<file path="src/rtl/load_store_unit.sv">
// load_store_unit: RV32 byte/half/word load-store front end for a word-wide DataMemory without byte enables.
// Latency from accepting edge E0: load resp after E2, SW after E1, SB/SH (read-modify-write) after E3, error after E0.
// Backpressure: req_ready only in IDLE; one request in flight, requester holds req_valid until accepted.
// Ports: clk/rst_n; req_valid/req_ready/req_we/req_funct3/req_addr/req_wdata in;
//        resp_valid/resp_rdata/resp_err out; mem_rd/mem_wd/mem_size/mem_addr/mem_data_in out, mem_data_out in.
// Build option: define MISALIGN_TRAP_EN to trap misaligned H/W and funct3 011/110/111 with resp_err;
// otherwise misaligned low address bits are ignored and 011/110/111 behave as W.
module load_store_unit #(
    parameter int ADDR_WIDTH = 16,
    parameter int DATA_WIDTH = 32
) (
    input  logic                    clk,
    input  logic                    rst_n,
    input  logic                    req_valid,
    output logic                    req_ready,
    input  logic                    req_we,
    input  logic [2:0]              req_funct3,
    input  logic [ADDR_WIDTH+1:0]   req_addr,
    input  logic [DATA_WIDTH-1:0]   req_wdata,
    output logic                    resp_valid,
    output logic [DATA_WIDTH-1:0]   resp_rdata,
    output logic                    resp_err,
    output logic                    mem_rd,
    output logic                    mem_wd,
    output logic [1:0]              mem_size,
    output logic [ADDR_WIDTH-1:0]   mem_addr,
    output logic [DATA_WIDTH-1:0]   mem_data_in,
    input  logic [DATA_WIDTH-1:0]   mem_data_out
);

    typedef enum logic [2:0] {S_IDLE, S_READ, S_CAPT, S_WRITE, S_DONE} state_t;

    state_t                  state_q, state_d;
    logic                    we_q, we_d;
    logic                    uns_q, uns_d;
    logic [1:0]              lane_q, lane_d;
    logic [DATA_WIDTH-1:0]   wdata_q, wdata_d;
    logic [ADDR_WIDTH-1:0]   mem_addr_q, mem_addr_d;
    logic [1:0]              mem_size_q, mem_size_d;
    logic [DATA_WIDTH-1:0]   mem_data_in_q, mem_data_in_d;
    logic [DATA_WIDTH-1:0]   resp_rdata_q, resp_rdata_d;
    logic                    err_q, err_d;

    logic [1:0]              req_size;
    logic                    req_err;
    logic [7:0]              byte_v;
    logic [15:0]             half_v;
    logic [DATA_WIDTH-1:0]   load_val;
    logic [DATA_WIDTH-1:0]   merged;

    // Size code from funct3[1:0]: 00 byte, 01 half, anything else word.
    assign req_size = (req_funct3[1:0] == 2'b00) ? 2'b00 :
                      (req_funct3[1:0] == 2'b01) ? 2'b01 : 2'b10;

`ifdef MISALIGN_TRAP_EN
    assign req_err = (req_funct3 == 3'b011) || (req_funct3 == 3'b110) || (req_funct3 == 3'b111) ||
                     ((req_size == 2'b01) && req_addr[0]) ||
                     ((req_size == 2'b10) && (req_addr[1:0] != 2'b00));
`else
    assign req_err = 1'b0;
`endif

    // Lane extraction: half lanes only look at lane bit 1, so misaligned halves
    // silently snap down to the aligned half when trapping is disabled.
    assign byte_v = mem_data_out[{lane_q, 3'b000} +: 8];
    assign half_v = mem_data_out[{lane_q[1], 4'b0000} +: 16];

    always_comb begin
        load_val = mem_data_out;
        case (mem_size_q)
            2'b00:   load_val = uns_q ? {24'h0, byte_v} : {{24{byte_v[7]}}, byte_v};
            2'b01:   load_val = uns_q ? {16'h0, half_v} : {{16{half_v[15]}}, half_v};
            default: load_val = mem_data_out;
        endcase
    end

    // Sub-word store merge: untouched bytes come straight from the read word.
    always_comb begin
        merged = mem_data_out;
        case (mem_size_q)
            2'b00:   merged[{lane_q, 3'b000} +: 8]     = wdata_q[7:0];
            2'b01:   merged[{lane_q[1], 4'b0000} +: 16] = wdata_q[15:0];
            default: merged = wdata_q;
        endcase
    end

    always_comb begin
        state_d       = state_q;
        we_d          = we_q;
        uns_d         = uns_q;
        lane_d        = lane_q;
        wdata_d       = wdata_q;
        mem_addr_d    = mem_addr_q;
        mem_size_d    = mem_size_q;
        mem_data_in_d = mem_data_in_q;
        resp_rdata_d  = resp_rdata_q;
        err_d         = err_q;
        case (state_q)
            S_IDLE: begin
                if (req_valid) begin
                    we_d       = req_we;
                    uns_d      = req_funct3[2];
                    lane_d     = req_addr[1:0];
                    wdata_d    = req_wdata;
                    mem_addr_d = req_addr[ADDR_WIDTH+1:2];
                    mem_size_d = req_size;
                    err_d      = req_err;
                    if (req_err) begin
                        resp_rdata_d = '0;
                        state_d      = S_DONE;
                    end else if (req_we && (req_size == 2'b10)) begin
                        // Full-word store needs no read.
                        mem_data_in_d = req_wdata;
                        state_d       = S_WRITE;
                    end else begin
                        state_d = S_READ;
                    end
                end
            end
            S_READ:  state_d = S_CAPT;
            S_CAPT: begin
                if (we_q) begin
                    mem_data_in_d = merged;
                    state_d       = S_WRITE;
                end else begin
                    resp_rdata_d = load_val;
                    state_d      = S_DONE;
                end
            end
            S_WRITE: begin
                resp_rdata_d = '0;
                state_d      = S_DONE;
            end
            S_DONE:  state_d = S_IDLE;
            default: state_d = S_IDLE;
        endcase
    end

    always_ff @(posedge clk or negedge rst_n) begin
        if (!rst_n) begin
            state_q       <= S_IDLE;
            we_q          <= 1'b0;
            uns_q         <= 1'b0;
            lane_q        <= 2'b00;
            wdata_q       <= '0;
            mem_addr_q    <= '0;
            mem_size_q    <= 2'b00;
            mem_data_in_q <= '0;
            resp_rdata_q  <= '0;
            err_q         <= 1'b0;
        end else begin
            state_q       <= state_d;
            we_q          <= we_d;
            uns_q         <= uns_d;
            lane_q        <= lane_d;
            wdata_q       <= wdata_d;
            mem_addr_q    <= mem_addr_d;
            mem_size_q    <= mem_size_d;
            mem_data_in_q <= mem_data_in_d;
            resp_rdata_q  <= resp_rdata_d;
            err_q         <= err_d;
        end
    end

    assign req_ready   = (state_q == S_IDLE);
    assign resp_valid  = (state_q == S_DONE);
    assign resp_err    = resp_valid & err_q;
    assign resp_rdata  = resp_rdata_q;
    assign mem_rd      = (state_q == S_READ);
    assign mem_wd      = (state_q == S_WRITE);
    assign mem_size    = mem_size_q;
    assign mem_addr    = mem_addr_q;
    assign mem_data_in = mem_data_in_q;

endmodule

</file>
<file path="config.mk">
export PLATFORM = sky130hd
export DESIGN_NAME = load_store_unit
export DESIGN_NICKNAME = d
export VERILOG_FILES = /design/src/rtl/load_store_unit.sv
export SDC_FILE = /design/constraint.sdc
export NUM_CORES = 1
export LEC_CHECK = 0
export CAP_MARGIN = 20
export CORE_ASPECT_RATIO = 0.6
export CORE_MARGIN = 2
export CORE_UTILIZATION = 34
export DETAILED_ROUTE_END_ITERATION = 8
export GPL_TIMING_DRIVEN = 1
export HOLD_SLACK_MARGIN = 0.15
export REMOVE_ABC_BUFFERS = 1
export SLEW_MARGIN = 20
export SYNTH_ARGS = -nofsm -noshare
export SYNTH_HDL_FRONTEND = slang
export SYNTH_SLANG_ARGS = --single-unit
</file>
<file path="constraint.sdc">
create_clock -name clk -period 3 [get_ports clk]
set_clock_uncertainty 0.2 [all_clocks]
set_input_delay 0.6 -clock clk [delete_from_list [all_inputs] [get_ports clk]]
set_output_delay 0.6 -clock clk [all_outputs]
set_load 0.005 [all_outputs]
</file>
==> results of run 1 <==
-- worst max-delay path by stage --
stage,from,end,slack (ns),cells past startpoint
4_1_cts,mem_size[1]$_DFFE_PN0P_,resp_rdata[19]$_DFFE_PN0P_,0.29,4
3_5_place_dp,mem_data_out[7],resp_rdata[27]$_DFFE_PN0P_,-0.03,5
3_3_place_gp,mem_data_out[7],resp_rdata[19]$_DFFE_PN0P_,0.08,5
5_1_grt,mem_size[1]$_DFFE_PN0P_,mem_size[1],0.29,1
2_1_floorplan,lane_q[1]$_DFFE_PN0P_,mem_data_in[0]$_DFFE_PN0P_,-0.05,6
6_report,mem_size[1]$_DFFE_PN0P_,mem_size[1],0.38,1
-- layout by cell type (no fill, tap or decap), types with 5 or more instances in the layout --
cell               n
clkbuf_16         17
nor2b_1           11
o21ai_0           37
a221o_1           25
nand3_1            9
nand2_1           49
nor2_1            38
a22o_1            12
mux2_1             6
o21ai_1           29
o211ai_1          24
inv_1              6
a31oi_1           16
mux2i_1           17
ha_1               5
nand2b_1           8
nor4b_1            9
clkdlybuf4s50_1  173
dfrtp_1          119
a211oi_1           5
a21oi_1            8
buf_4             27
mux2_2            51
nor3_1             5
a221oi_1          16
-- power by group --
part,switching [mW],internal (mW)
Clock,0.737,1.44
Sequential,0.829,2.40
Combinational,2.34,2.52
-- worst reg2reg max path, stage by stage (launching register included) --
cell      delay [ns]
dfrtp_2         0.60
inv_1           0.21
ha_1            0.23
nor3_1          0.29
and4_1          0.63
a211oi_1        0.19
o21ai_1         0.16
-- cell type report --
type,count,area share (%)
clock inverter,9,1.605
inverter,6,0.2448
tap,246,3.346
timing repair buffer,205,21.91
sequential,121,32.94
multi-input combinational,430,34.84
clock buffer,21,5.114
-- cells by family (layout without fill, tap and decap cells) --
kind of cell             after synthesis  count (layout)  synth area share [%]
AO/OA/AOI/OAI                        200             200                 22.53
adder cells (fa/ha/maj)                5               5                0.9580
buffers and inverters                 64             241                 4.733
flip-flops                           121             121                 46.37
multiplexers                          79              79                 14.04
other                                  1               1               0.05743
AND/OR/NAND/NOR                      145             145                 11.31
-- sequential cells by signal, summed over array words and instances (netlist names) --
signal       flops
mem_data_in     32
uns_q            1
mem_addr        16
lane_q           2
we_q             1
resp_rdata      32
mem_size         2
wdata_q         32
state_q          3
-- metal layers --
layer  vias to the layer above  wire length [µm]
li1                       2659                 -
met1                      2951             11040
met2                       372              9454
met3                        28              2443
met4                         4               185
met5                         -                23
==> results.py, run 1 <==
metrics = {
    "run_status": {
        "run_status": "completed",
    },
    "finish": {
        "nets": 875,
        "share_of_final_layout_standard_cells_stronger_than_drive_strength_1_pct": 16.54,
        "multi_input_comb_area_um2": 3206,
        "fillCellCount": 1739,
        "final-seq-area_um2": 3030,
        "area_delta_synth_final_pct": 40.89,
        "antenna_cells": 0,
        "post-route-util_pct": 48.59,
        "stdcell_area_um2": 9200,
        "final-instance-count-excl-fill": 1038,
    },
    "setup_path": {
        "worst_setup_path_start_kind": "flop",
        "rrSetupSlack_ns": 0.42,
        "crit_arrival_ns": 1.82,
        "timing.reg2reg.worst_path_depth": 6,
        "critical_path.reg2reg.endpoint": "mem_data_in[23]$_DFFE_PN0P_",
        "r2r_start": "lane_q[1]$_DFFE_PN0P_",
        "setup.worst_path.class": "flop to output pin",
        "crit_fanout": 30,
        "critPathSlowestCell": "dfrtp_2",
        "timing.critical_path.buf_inv": 1,
        "worstPathCellList": "clkdlybuf4s50_1",
        "cp_data_required_time_ns": 2.20,
        "critPathCaptureType": "output pin",
        "cpPeakStageDelay_ns": 0.76,
        "worst_path_dominant_cell_family": "flip-flops",
    },
    "global_routing": {
        "via_count_of_the_first_global_routing_pass": 5981,
        "grt_pass1_wl_mm": 35.77,
        "use_met2_pct": 31.56,
        "grt-ovfl-total": 0,
        "met1_grt_util_pct": 36.31,
        "pin_count_of_the_biggest_net_entering_global_routing": 59,
        "grt.total_usage_pct": 23.01,
        "grtUsageMet3_pct": 5.594,
        "grt_most_used_layer": "met1",
        "initial_antenna_violation_count": 2,
    },
    "place": {
        "dpl-instance-area_um2": 8561,
        "buffer_ports.inserted": 174,
        "post-dp-hpwl_mm": 16.43,
        "placedCellCount": 1006,
        "gpl.final_weighted_congestion": 0.8575,
        "detailedPlace.worstSlack_ns": -0.03408,
    },
    "sta": {
        "totalNegativeSetupSlack_ns": 0,
        "timing.final.hold_violations": 0,
        "final.min_clock_period_ns": 2.622,
        "worst_slack_ns": 0.3778,
        "rsz0062_at_grt": "false",
        "timing_max_transition_violations_final": 0,
        "max-slew-margin-rel_pct": 38.30,
        "timing_worst_slew_pin_value_ns": 0.9255,
        "max_freq_ghz": 0.3814,
        "setup-violations-final": 0,
        "final.period_utilization_pct": 87.41,
        "hold_slack_ns": 0.2855,
    },
    "floorplanning": {
        "die-width_um": 182.9,
        "rows": 39,
        "start_util_pct": 34.49,
        "die_h_um": 111.4,
        "die-area_um2": 20370,
        "core_um2": 18930,
        "io_pins": 176,
    },
    "cts": {
        "clkSlewWorstSetupHoldPaths_ns": 0.06,
        "ctsHtreeMaxLevel": 4,
        "tritoncts": "done",
        "ctsResizeCount": 0,
        "cts-buffers-inserted": 17,
        "ctsRootBufferMaster": "clkbuf_16",
        "clkLatencyLatePin_ns": 0.41,
        "cts_post_setup_buffers_inserted": 0,
        "clock-sinks": 121,
        "holdBufCountCts": 1,
        "max-clock-path-buffers": 2,
    },
    "detailed_routing": {
        "drtPass1Iterations": 5,
        "routed-via-count": 6014,
        "vias_per_cell": 5.794,
        "routed_wire_length_per_instance_um": 22.30,
        "post-route-drc-count": 0,
        "drt_iter0_drc": 638,
        "detail-route-antenna-nets": 0,
        "postRouteWirelength_mm": 23.15,
    },
    "power_and_ir_drop": {
        "total_power_mw": 10.27,
        "ir_worst_vdd_mv": 0.5956,
        "power-per-cell-area_nw_per_um2": 1116,
        "p_leak_nw": 3.681,
    },
    "hold_path": {
        "kind_of_path_behind_the_tightest_hold_check": "flop to flop",
        "timing.hold.worst_path_depth": 1,
        "beginning_of_the_worst_hold_path": "wdata_q[28]$_DFFE_PN0P_",
        "min_to": "wdata_q[28]$_DFFE_PN0P_",
    },
    "job": {
        "drv_cap": 0,
    },
    "logic_synthesis": {
        "syn_inst_count": 615,
        "synth_enable_flop_cells": 0,
        "synth_cell_types": 52,
        "post-synth-top-count-cell": "dfrtp_1",
        "syn-mean-instance-area_um2": 10.62,
        "synth_top_cells_by_area": "dfrtp_1 46%, mux2_2 8.8%, a221o_1 3.8%",
        "synth_top_cells_by_count": "121 x dfrtp_1, 51 x mux2_2, 49 x nand2_1",
        "synth_async_sr_flop_share_pct": 100.0,
        "synth_seq_cells": 121,
        "synth-warning-count": 0,
        "syn_area_um2": 6530,
        "synthDominantCellAreaShare_pct": 46.37,
        "synth_top_cell_by_area": "dfrtp_1",
        "synth-seq-area-share_pct": 46.37,
        "synth-main-ff-cell": "dfrtp_1",
    },
}
No activity file was read; power rests on OpenSTA's default activity.
==> run 2, diff against run 1 <==
--- a/config.mk
+++ b/config.mk
@@ -13,7 +13,7 @@
 export GPL_TIMING_DRIVEN = 1
 export HOLD_SLACK_MARGIN = 0.15
 export REMOVE_ABC_BUFFERS = 1
-export SLEW_MARGIN = 20
+export SLEW_MARGIN = 10
 export SYNTH_ARGS = -nofsm -noshare
 export SYNTH_HDL_FRONTEND = slang
 export SYNTH_SLANG_ARGS = --single-unit
==> results of run 2 <==
Same layout as run 1: the final DEF is identical, and so are final timing and power.
